$ cat src/rtl/rv_exec_sequencer.sv
// Multi-cycle RV32I (OP/OPIMM/BRANCH/LUI) fetch-decode-execute-writeback sequencer with a 1-bit/cycle shifter.
// Latency: 4 cycles per instruction minimum (FETCH, DECODE, EXEC, WB) + fetch wait cycles + shift amount.
// Backpressure: imem_req/imem_addr are held until imem_ack; no other stalls; TRAP halts until reset.
module rv_exec_sequencer #(
    parameter int XLEN = 32,
    parameter logic [XLEN-1:0] RESET_PC = {XLEN{1'b0}}
) (
    input  logic            clk,
    input  logic            reset,
    output logic            imem_req,
    output logic [XLEN-1:0] imem_addr,
    input  logic            imem_ack,
    input  logic [31:0]     imem_rdata,
    output logic [4:0]      rs1_addr,
    output logic [4:0]      rs2_addr,
    input  logic [XLEN-1:0] rs1_data,
    input  logic [XLEN-1:0] rs2_data,
    output logic            rd_we,
    output logic [4:0]      rd_addr,
    output logic [XLEN-1:0] rd_wdata,
    output logic [XLEN-1:0] pc,
    output logic            retire,
    output logic            illegal
);

    localparam logic [4:0] OPC_OP     = 5'b01100;
    localparam logic [4:0] OPC_OPIMM  = 5'b00100;
    localparam logic [4:0] OPC_BRANCH = 5'b11000;
    localparam logic [4:0] OPC_LUI    = 5'b01101;

    typedef enum logic [2:0] {
        S_IDLE   = 3'd0,
        S_FETCH  = 3'd1,
        S_DECODE = 3'd2,
        S_EXEC   = 3'd3,
        S_SHIFT  = 3'd4,
        S_WB     = 3'd5,
        S_TRAP   = 3'd6
    } state_t;

    state_t state;
    state_t state_nxt;

    logic [31:0]     instr;
    logic [XLEN-1:0] sh_op;
    logic [4:0]      sh_cnt;
    logic            taken;

    // Instruction fields of the latched word
    logic [4:0] opc;
    logic [2:0] funct3;
    logic [6:0] funct7;
    logic       is_op;
    logic       is_opimm;
    logic       is_branch;
    logic       is_lui;

    assign opc       = instr[6:2];
    assign funct3    = instr[14:12];
    assign funct7    = instr[31:25];
    assign is_op     = (opc == OPC_OP);
    assign is_opimm  = (opc == OPC_OPIMM);
    assign is_branch = (opc == OPC_BRANCH);
    assign is_lui    = (opc == OPC_LUI);

    assign rs1_addr  = instr[19:15];
    assign rs2_addr  = instr[24:20];
    assign rd_addr   = instr[11:7];
    assign imem_addr = pc;

    // Immediates, sign-extended to XLEN
    logic [XLEN-1:0] imm_i;
    logic [XLEN-1:0] imm_b;
    logic [XLEN-1:0] lui_val;

    assign imm_i   = {{(XLEN-12){instr[31]}}, instr[31:20]};
    assign imm_b   = {{(XLEN-12){instr[31]}}, instr[7], instr[30:25], instr[11:8], 1'b0};
    assign lui_val = {{(XLEN-31){instr[31]}}, instr[30:12], 12'b0};

    // Second ALU operand: immediate for OPIMM, rs2 for OP and BRANCH compares
    logic [XLEN-1:0] op_b;
    logic            lt_s;
    logic            lt_u;
    logic            eq;

    assign op_b = is_opimm ? imm_i : rs2_data;
    assign lt_s = ($signed(rs1_data) < $signed(op_b));
    assign lt_u = (rs1_data < op_b);
    assign eq   = (rs1_data == op_b);

    // Shift control: amount comes from rs2 for OP, from the instruction for OPIMM
    logic       is_shift;
    logic [4:0] shamt;
    logic       shift_go;
    logic       sh_left;
    logic       sh_arith;

    assign is_shift = (is_op || is_opimm) && ((funct3 == 3'b001) || (funct3 == 3'b101));
    assign shamt    = is_op ? rs2_data[4:0] : instr[24:20];
    assign shift_go = is_shift && (shamt != 5'd0);
    assign sh_left  = (funct3 == 3'b001);
    assign sh_arith = instr[30];

    // Branch target and misalignment
    logic [XLEN-1:0] br_target;
    logic [XLEN-1:0] pc_plus4;
    logic            br_cond;
    logic            br_bad;

    assign br_target = pc + imm_b;
    assign pc_plus4  = pc + {{(XLEN-3){1'b0}}, 3'd4};
    assign br_bad    = is_branch && br_cond && br_target[1];

    // Legality of the latched instruction
    logic legal;
    always_comb begin
        legal = 1'b0;
        if (instr[1:0] == 2'b11) begin
            if (is_op) begin
                legal = (funct7 == 7'b0000000) ||
                        ((funct7 == 7'b0100000) && ((funct3 == 3'b000) || (funct3 == 3'b101)));
            end else if (is_opimm) begin
                if (funct3 == 3'b001) begin
                    legal = (funct7 == 7'b0000000);
                end else if (funct3 == 3'b101) begin
                    legal = (funct7 == 7'b0000000) || (funct7 == 7'b0100000);
                end else begin
                    legal = 1'b1;
                end
            end else if (is_branch) begin
                legal = (funct3 != 3'b010) && (funct3 != 3'b011);
            end else if (is_lui) begin
                legal = 1'b1;
            end
        end
    end

    // Branch condition evaluation
    always_comb begin
        br_cond = 1'b0;
        case (funct3)
            3'b000:  br_cond = eq;
            3'b001:  br_cond = !eq;
            3'b100:  br_cond = lt_s;
            3'b101:  br_cond = !lt_s;
            3'b110:  br_cond = lt_u;
            3'b111:  br_cond = !lt_u;
            default: br_cond = 1'b0;
        endcase
    end

    // Single-cycle ALU result; shifts fall through to rs1 (the shamt=0 result)
    logic [XLEN-1:0] alu_res;
    logic [XLEN-1:0] exec_res;
    always_comb begin
        alu_res = rs1_data;
        case (funct3)
            3'b000:  alu_res = (is_op && funct7[5]) ? (rs1_data - op_b) : (rs1_data + op_b);
            3'b010:  alu_res = {{(XLEN-1){1'b0}}, lt_s};
            3'b011:  alu_res = {{(XLEN-1){1'b0}}, lt_u};
            3'b100:  alu_res = rs1_data ^ op_b;
            3'b110:  alu_res = rs1_data | op_b;
            3'b111:  alu_res = rs1_data & op_b;
            default: alu_res = rs1_data;
        endcase
    end

    assign exec_res = is_lui ? lui_val : alu_res;

    // One-bit step of the iterative shifter
    logic [XLEN-1:0] sh_next;
    always_comb begin
        sh_next = sh_op;
        if (sh_left) begin
            sh_next = {sh_op[XLEN-2:0], 1'b0};
        end else if (sh_arith) begin
            sh_next = {sh_op[XLEN-1], sh_op[XLEN-1:1]};
        end else begin
            sh_next = {1'b0, sh_op[XLEN-1:1]};
        end
    end

    // State register
    always_ff @(posedge clk or posedge reset) begin
        if (reset) begin
            state <= S_IDLE;
        end else begin
            state <= state_nxt;
        end
    end

    // Next-state logic
    always_comb begin
        state_nxt = state;
        case (state)
            S_IDLE:   state_nxt = S_FETCH;
            S_FETCH:  state_nxt = imem_ack ? S_DECODE : S_FETCH;
            S_DECODE: state_nxt = legal ? S_EXEC : S_TRAP;
            S_EXEC: begin
                if (br_bad) begin
                    state_nxt = S_TRAP;
                end else if (shift_go) begin
                    state_nxt = S_SHIFT;
                end else begin
                    state_nxt = S_WB;
                end
            end
            S_SHIFT:  state_nxt = (sh_cnt == 5'd1) ? S_WB : S_SHIFT;
            S_WB:     state_nxt = S_FETCH;
            S_TRAP:   state_nxt = S_TRAP;
            default:  state_nxt = S_IDLE;
        endcase
    end

    // Output strobes decoded from the current state
    always_comb begin
        imem_req = 1'b0;
        rd_we    = 1'b0;
        retire   = 1'b0;
        case (state)
            S_FETCH: imem_req = 1'b1;
            S_WB: begin
                retire = 1'b1;
                rd_we  = !is_branch && (rd_addr != 5'd0);
            end
            default: ;
        endcase
    end

    // Datapath registers: instruction latch, result, shifter, PC and trap flag
    always_ff @(posedge clk or posedge reset) begin
        if (reset) begin
            pc       <= RESET_PC;
            instr    <= 32'd0;
            rd_wdata <= {XLEN{1'b0}};
            sh_op    <= {XLEN{1'b0}};
            sh_cnt   <= 5'd0;
            taken    <= 1'b0;
            illegal  <= 1'b0;
        end else begin
            if (state_nxt == S_TRAP) begin
                illegal <= 1'b1;
            end
            case (state)
                S_FETCH: begin
                    if (imem_ack) begin
                        instr <= imem_rdata;
                    end
                end
                S_EXEC: begin
                    taken <= is_branch && br_cond;
                    if (shift_go) begin
                        sh_op  <= rs1_data;
                        sh_cnt <= shamt;
                    end else if (!is_branch) begin
                        rd_wdata <= exec_res;
                    end
                end
                S_SHIFT: begin
                    sh_op  <= sh_next;
                    sh_cnt <= sh_cnt - 5'd1;
                    if (sh_cnt == 5'd1) begin
                        rd_wdata <= sh_next;
                    end
                end
                S_WB: begin
                    pc <= taken ? br_target : pc_plus4;
                end
                default: ;
            endcase
        end
    end

endmodule

$ cat config.mk
export PLATFORM = sky130hd
export DESIGN_NAME = rv_exec_sequencer
export DESIGN_NICKNAME = d
export VERILOG_FILES = /design/src/rtl/rv_exec_sequencer.sv
export SDC_FILE = /design/constraint.sdc
export NUM_CORES = 1
export LEC_CHECK = 0
export CORE_ASPECT_RATIO = 0.75
export CORE_MARGIN = 5
export CORE_UTILIZATION = 37
export CTS_BUF_LIST = sky130_fd_sc_hd__clkbuf_8
export DETAILED_ROUTE_END_ITERATION = 16
export GPL_TIMING_DRIVEN = 0
export SLEW_MARGIN = 25
export SYNTH_ARGS = -nofsm -noshare
export SYNTH_HDL_FRONTEND = slang
export SYNTH_SLANG_ARGS = --single-unit
$ cat constraint.sdc
create_clock -name clk -period 4.7 [get_ports clk]
set_clock_uncertainty 0.1 [all_clocks]
set_input_delay 0.47 -clock clk [delete_from_list [all_inputs] [get_ports clk]]
set_output_delay 0.47 -clock clk [all_outputs]
set_load 0.02 [all_outputs]
==> Word level (Yosys, flattened, before mapping) <==
Index checks and enable logic that the tools add are counted.
{ "totals": {"ff_bits": 138, "output_inout_bits": 115, "wordCells": 106} }
{ "op_classes": {"n_reduce_logical": 27, "eq_ne": 28, "addsub": 5, "mux": 33, "bitwise_logic": 3, "n_lt_le_gt_ge": 2} }
{ "ops": {"columns": ["cell", "n"], "rows": [
  ["32-bit two-way mux", 10],
  ["32-bit case mux with 6 select lines", 1],
  ["32-bit case mux with 2 select lines", 2],
  ["32-bit adder", 2],
  ["32-bit < comparator", 2],
  ["32-bit by 3-bit adder with 32-bit output, second input constant", 1],
  ["32-bit bitwise AND", 1],
  ["32-bit == test", 1],
  ["32-bit bitwise OR", 1],
  ["32-bit subtractor", 1],
  ["32-bit bitwise XOR", 1],
  ["3-bit == test, second input constant", 8],
  ["3-bit case mux with 6 select lines", 1],
  ["3-bit by 2-bit == test with 1-bit output, second input constant", 4],
  ["1-bit two-way mux", 12],
  ["5-bit by 4-bit == test with 1-bit output, second input constant", 2],
  ["5-bit two-way mux", 2],
  ["5-bit case mux with 2 select lines", 1],
  ["5-bit nonzero test", 2],
  ["1-bit logical AND", 8],
  ["2-bit != test, second input constant", 4],
  ["7-bit by 6-bit == test with 1-bit output, second input constant", 1],
  ["7-bit zero test", 1],
  ["3-bit by 1-bit == test with 1-bit output, second input constant", 2],
  ["16 further kinds", 27]
]} }

==> Longest topological paths before layout <==
{ "depth": {"ltp_word": 10, "mapped_depth": 20, "ltp_nobuf": 16} }

==> Worst setup path before layout <==
No wires, ideal clock.
{ "synth_path": {"path_kind": "reg-to-reg", "startpoint": "register instr[2]", "endpoint": "register rd_wdata[28]", "stages_incl_launch_ff": 19, "period_less_slack_ns": 4.719, "slack_ns": -0.019, "n_path_buf": 3, "arrival_ns": 4.537, "t_required_ns": 4.518, "path_cell_list": "dfrtp_1 or2_2 clkbuf_1 or3_1 clkbuf_1 buf_1 mux2_2 inv_1 fa_1 nand2b_1 a2111oi_2 nor4bb_1 or3_1 a21oi_2 o211ai_1 a221oi_2 mux2i_1 a211o_1 a31oi_1"} }
{ "synth_via": {"elab_chain_cells": 9, "word_cells_on_any_way": 25, "classes_between": "2 x add/sub; 6 x eq/ne; 8 x mux; 3 x bitwise; 6 x reduce/logical"} }
{ "synth_lines": {"columns": ["element", "line_no", "source"], "rows": [
  ["start: declaration", "44", "logic [31:0] instr;"],
  ["start signal: assignment", "247", "instr <= imem_rdata;"],
  ["5-bit by 3-bit == test with 1-bit output", "62", "assign is_opimm = (opc == OPC_OPIMM);"],
  ["32-bit two-way mux", "86", "assign op_b = is_opimm ? imm_i : rs2_data;"],
  ["32-bit adder or 32-bit subtractor (tied branches)", "158", "3'b000: alu_res = (is_op && funct7[5]) ? (rs1_data - op_b) : (rs1_data + op_b);"],
  ["32-bit two-way mux", "158", null],
  ["32-bit case mux with 6 select lines", "157", "case (funct3)"],
  ["32-bit two-way mux", "168", "assign exec_res = is_lui ? lui_val : alu_res;"],
  ["32-bit two-way mux", "255", "end else if (!is_branch) begin"],
  ["32-bit two-way mux", "252", "if (shift_go) begin"],
  ["32-bit case mux with 2 select lines", "244", "case (state)"],
  ["end signal: assignment", "235", "rd_wdata <= {XLEN{1'b0}};"],
  ["end signal: assignment", "256", "rd_wdata <= exec_res;"],
  ["end signal: assignment", "263", "rd_wdata <= sh_next;"],
  ["end: declaration", "20", "output logic [XLEN-1:0] rd_wdata,"]
]} }
Parallel ways exist; a longest one is shown, timed or not. The select of a mux whose other input is x is not followed.
A chain may end at the register's enable or synchronous reset.

==> Final worst setup path <==
{ "layout_path": {"startpoint": "register instr[3]", "endpoint": "register rd_wdata[0]"} }
Same word-level chain as after synthesis.

==> reports/metrics.cfg <==
[detailed_routing]
wire_per_inst_um=25.5
wirelength_um=69200
first_pass_iters=7
antenna_left=0
via_count=16503
first_iter_violations=2365
drc=0
viasPerCell=6.09

[final_layout]
syn_to_final_growth_pct=28.5
final_nets=2404
finalNonFillerCells=2709
final_core_util_pct=47.9
drive_gt1_share_pct=13.4

[cts]
clockRootBuffer=clkbuf_8
cts-htree-levels=4
cts_made_buffers=17
clkTransAtPathRegs_ns=0.10
clk_path_buf_depth=2
ctsHoldBuffers=0
numClockSinks=137
clkLatencyLatePin_ns=0.50
cts_tree=built

[place]
numPlacedInstances=2645
dp_hpwl_um=54400
gp_congestion=1.00
port_buffers=211

[die]
floorplan.initialDensity_pct=37.3
placementRows=63
die_w_um=240
core_um2=39300
io_pins=214
die-area_um2=43800
fp.dieH_um=182

[synthesis]
ys_async_sr_fraction_pct=100
synthesis.area_um2=14700
synth.ff_latch_count=137
synth_edf_count=0
synth-seq-area-share_pct=23.4
yosysUniqueCellTypes=83
postSynthCellCount=1911
yosys_warnings=0
ys.flop_type=dfrtp_1
syn_avg_cell_area_um2=7.68

[timing]
post-route-min-period_ns=4.80
hold_viol_final=0
worst_slack_ns=-0.101
fmax_mhz=208
setup-violations-final=1
fin_crit_sh_pct=102
rsz0062_at_grt=yes
slew_violations=0
worst_pin_slew_ns=1.12
setup_tns_ns=-0.101
slew-limit-headroom_pct=25.1

[pwr]
design_power_total_w=0.0125
p_leak_nw=7.90
ir_drop_uv=293
pwr_density_cell_nw_per_um2=665

[setup_path]
crit_path_end_kind=register
worst-path-max-fanout=7
required_ns=5.02
crit_type=register to register
crit_path_start_kind=register
cp.arrival_ns=5.12
cp-startpoint=instr[3]
timing.rr.start=instr[3]

[grt]
grt_pass1_wl_um=99400
grt_max_degree=80
grt_usage_pct=30.0
antenna_found_initial=3
grt_pass1_vias=15221
grt_overflow_total=0

[run]
maxCapViolCount=0

[run_status]
status=finished, violations left
violations=setup timing

[worst_hold_path]
hp-class=primary input to async pin

==> kinds of logic after synthesis <==
logic type                 count (synthesis)  synth area share [%]
AOI/OAI and AO/OA                        690                  29.6
and+or+nand+nor                          523                  17.1
buffers and inverters                    284                  8.58
DFF                                      137                  23.4
adders and majority gates                132                  11.4
muxes                                    101                  7.37
xor gates and xnor gates                  43                  2.57
other                                      1                0.0256
==> layer usage <==
metal	up-vias	part of all wire (%)	track usage [%]	wire length (um)
li1	7395	-	-	-
met1	7971	45	44.8	31000
met2	1014	39	40.4	27100
met3	121	13	11.2	9280
met4	2	2.4	6.90	1660
met5	-	0.13	1.91	88
==> sequential cells by signal, summed over array words and instances, names as in the netlist <==
register / count
instr: 32
rd_wdata: 32
sh_op: 32
imem_addr: 31
sh_cnt: 5
state: 3
illegal: 1
taken: 1
==> cell usage after synthesis (all sizes together), types with 17 or more instances <==
master,instances,share of area (%)
mux2,56,4.3
a211oi,21,1.1
nand2b,26,1.1
buf,71,3.1
nor2,143,3.7
mux2i,45,3.1
o21ai,187,6.4
and3,17,0.72
dfrtp,137,23
xnor2,29,1.7
nand2,153,3.9
o21bai,31,1.6
inv,121,3.1
a21oi,207,7.1
nor3,43,1.5
nand3,40,1.4
ha,129,11
a21o,62,3.2
clkbuf,92,2.4
a31oi,25,1.1
==> critical path, cell delays in order (launching register included) <==
cell and delay (ns):
dfrtp_1 0.40, or2_4 0.27, or3_4 0.49, buf_4 0.19
mux2_2 0.26, inv_1 0.09, ha_2 0.21, nor2b_1 0.15
o31a_1 0.32, o31ai_4 0.40, nand3_2 0.20, a41o_1 0.30
a311o_1 0.32, a211o_1 0.35, a221o_1 0.45, a31oi_1 0.22
==> layout by cell type (no fill, tap or decap), types with 15 or more instances in the layout <==
cell,count
ha_1,111
dfrtp_1,136
a211oi_1,20
a21oi_1,200
mux2i_1,45
clkdlybuf4s50_1,211
nand2b_1,25
and3_1,15
clkbuf_8,18
o21bai_1,31
nor3_1,38
nor2_1,137
inv_1,114
xnor2_1,29
clkbuf_1,73
buf_4,85
nand3_1,36
o21a_1,16
mux2_2,52
nor2b_1,15
o21ai_0,184
a21o_1,62
a31oi_1,24
nand2_1,153
==> power by group <==
part           internal, W  switching [W]
clock             0.000586       0.000534
sequential         0.00173       0.000852
combinational      0.00357        0.00527
total              0.00589        0.00665
==> layout make-up <==
type	instances	area, um^2
plain buffers	154	846
well taps	520	651
clock buffers	18	248
clock inverters	14	180
multi-input cells	1491	10500
diodes	3	7.51
inverters	121	475
fillers	3899	20500
flip-flops and latches	137	3430
repair buffers	251	2480
==> path summary, 6_finish.rpt <==
check | to | slack, ns | cells after the start
setup / recovery | rd_wdata[0] | -0.10 | 15
hold / removal | rd_wdata[13] | 0.30 | 2
setup reg to reg | rd_wdata[0] | -0.10 | 15
hold reg to reg | rd_wdata[14] | 0.39 | 2
max in group asynchronous | instr[31] | 3.39 | 3
min in group clk | rd_wdata[14] | 0.39 | 2
==> through the flow <==
step                hold slack, ns  setup slack [ns]  area, um^2
global placement             0.357             -1.88       17400
floorplan                    0.349            0.0474       14700
CTS                          0.290          -0.00582       18300
detailed placement           0.362             -1.90       17500
global route                 0.328            -0.130       18900
finish                       0.299            -0.101       18900
==> timing repair <==
item / in CTS / in global routing
resized for setup: 78 / 68
setup buffers: 14 / 22
setup endpoints to repair: 31 / 17
gates cloned: 0 / 2
pin swaps: 20 / 50
(Power assumes the default switching activity.)
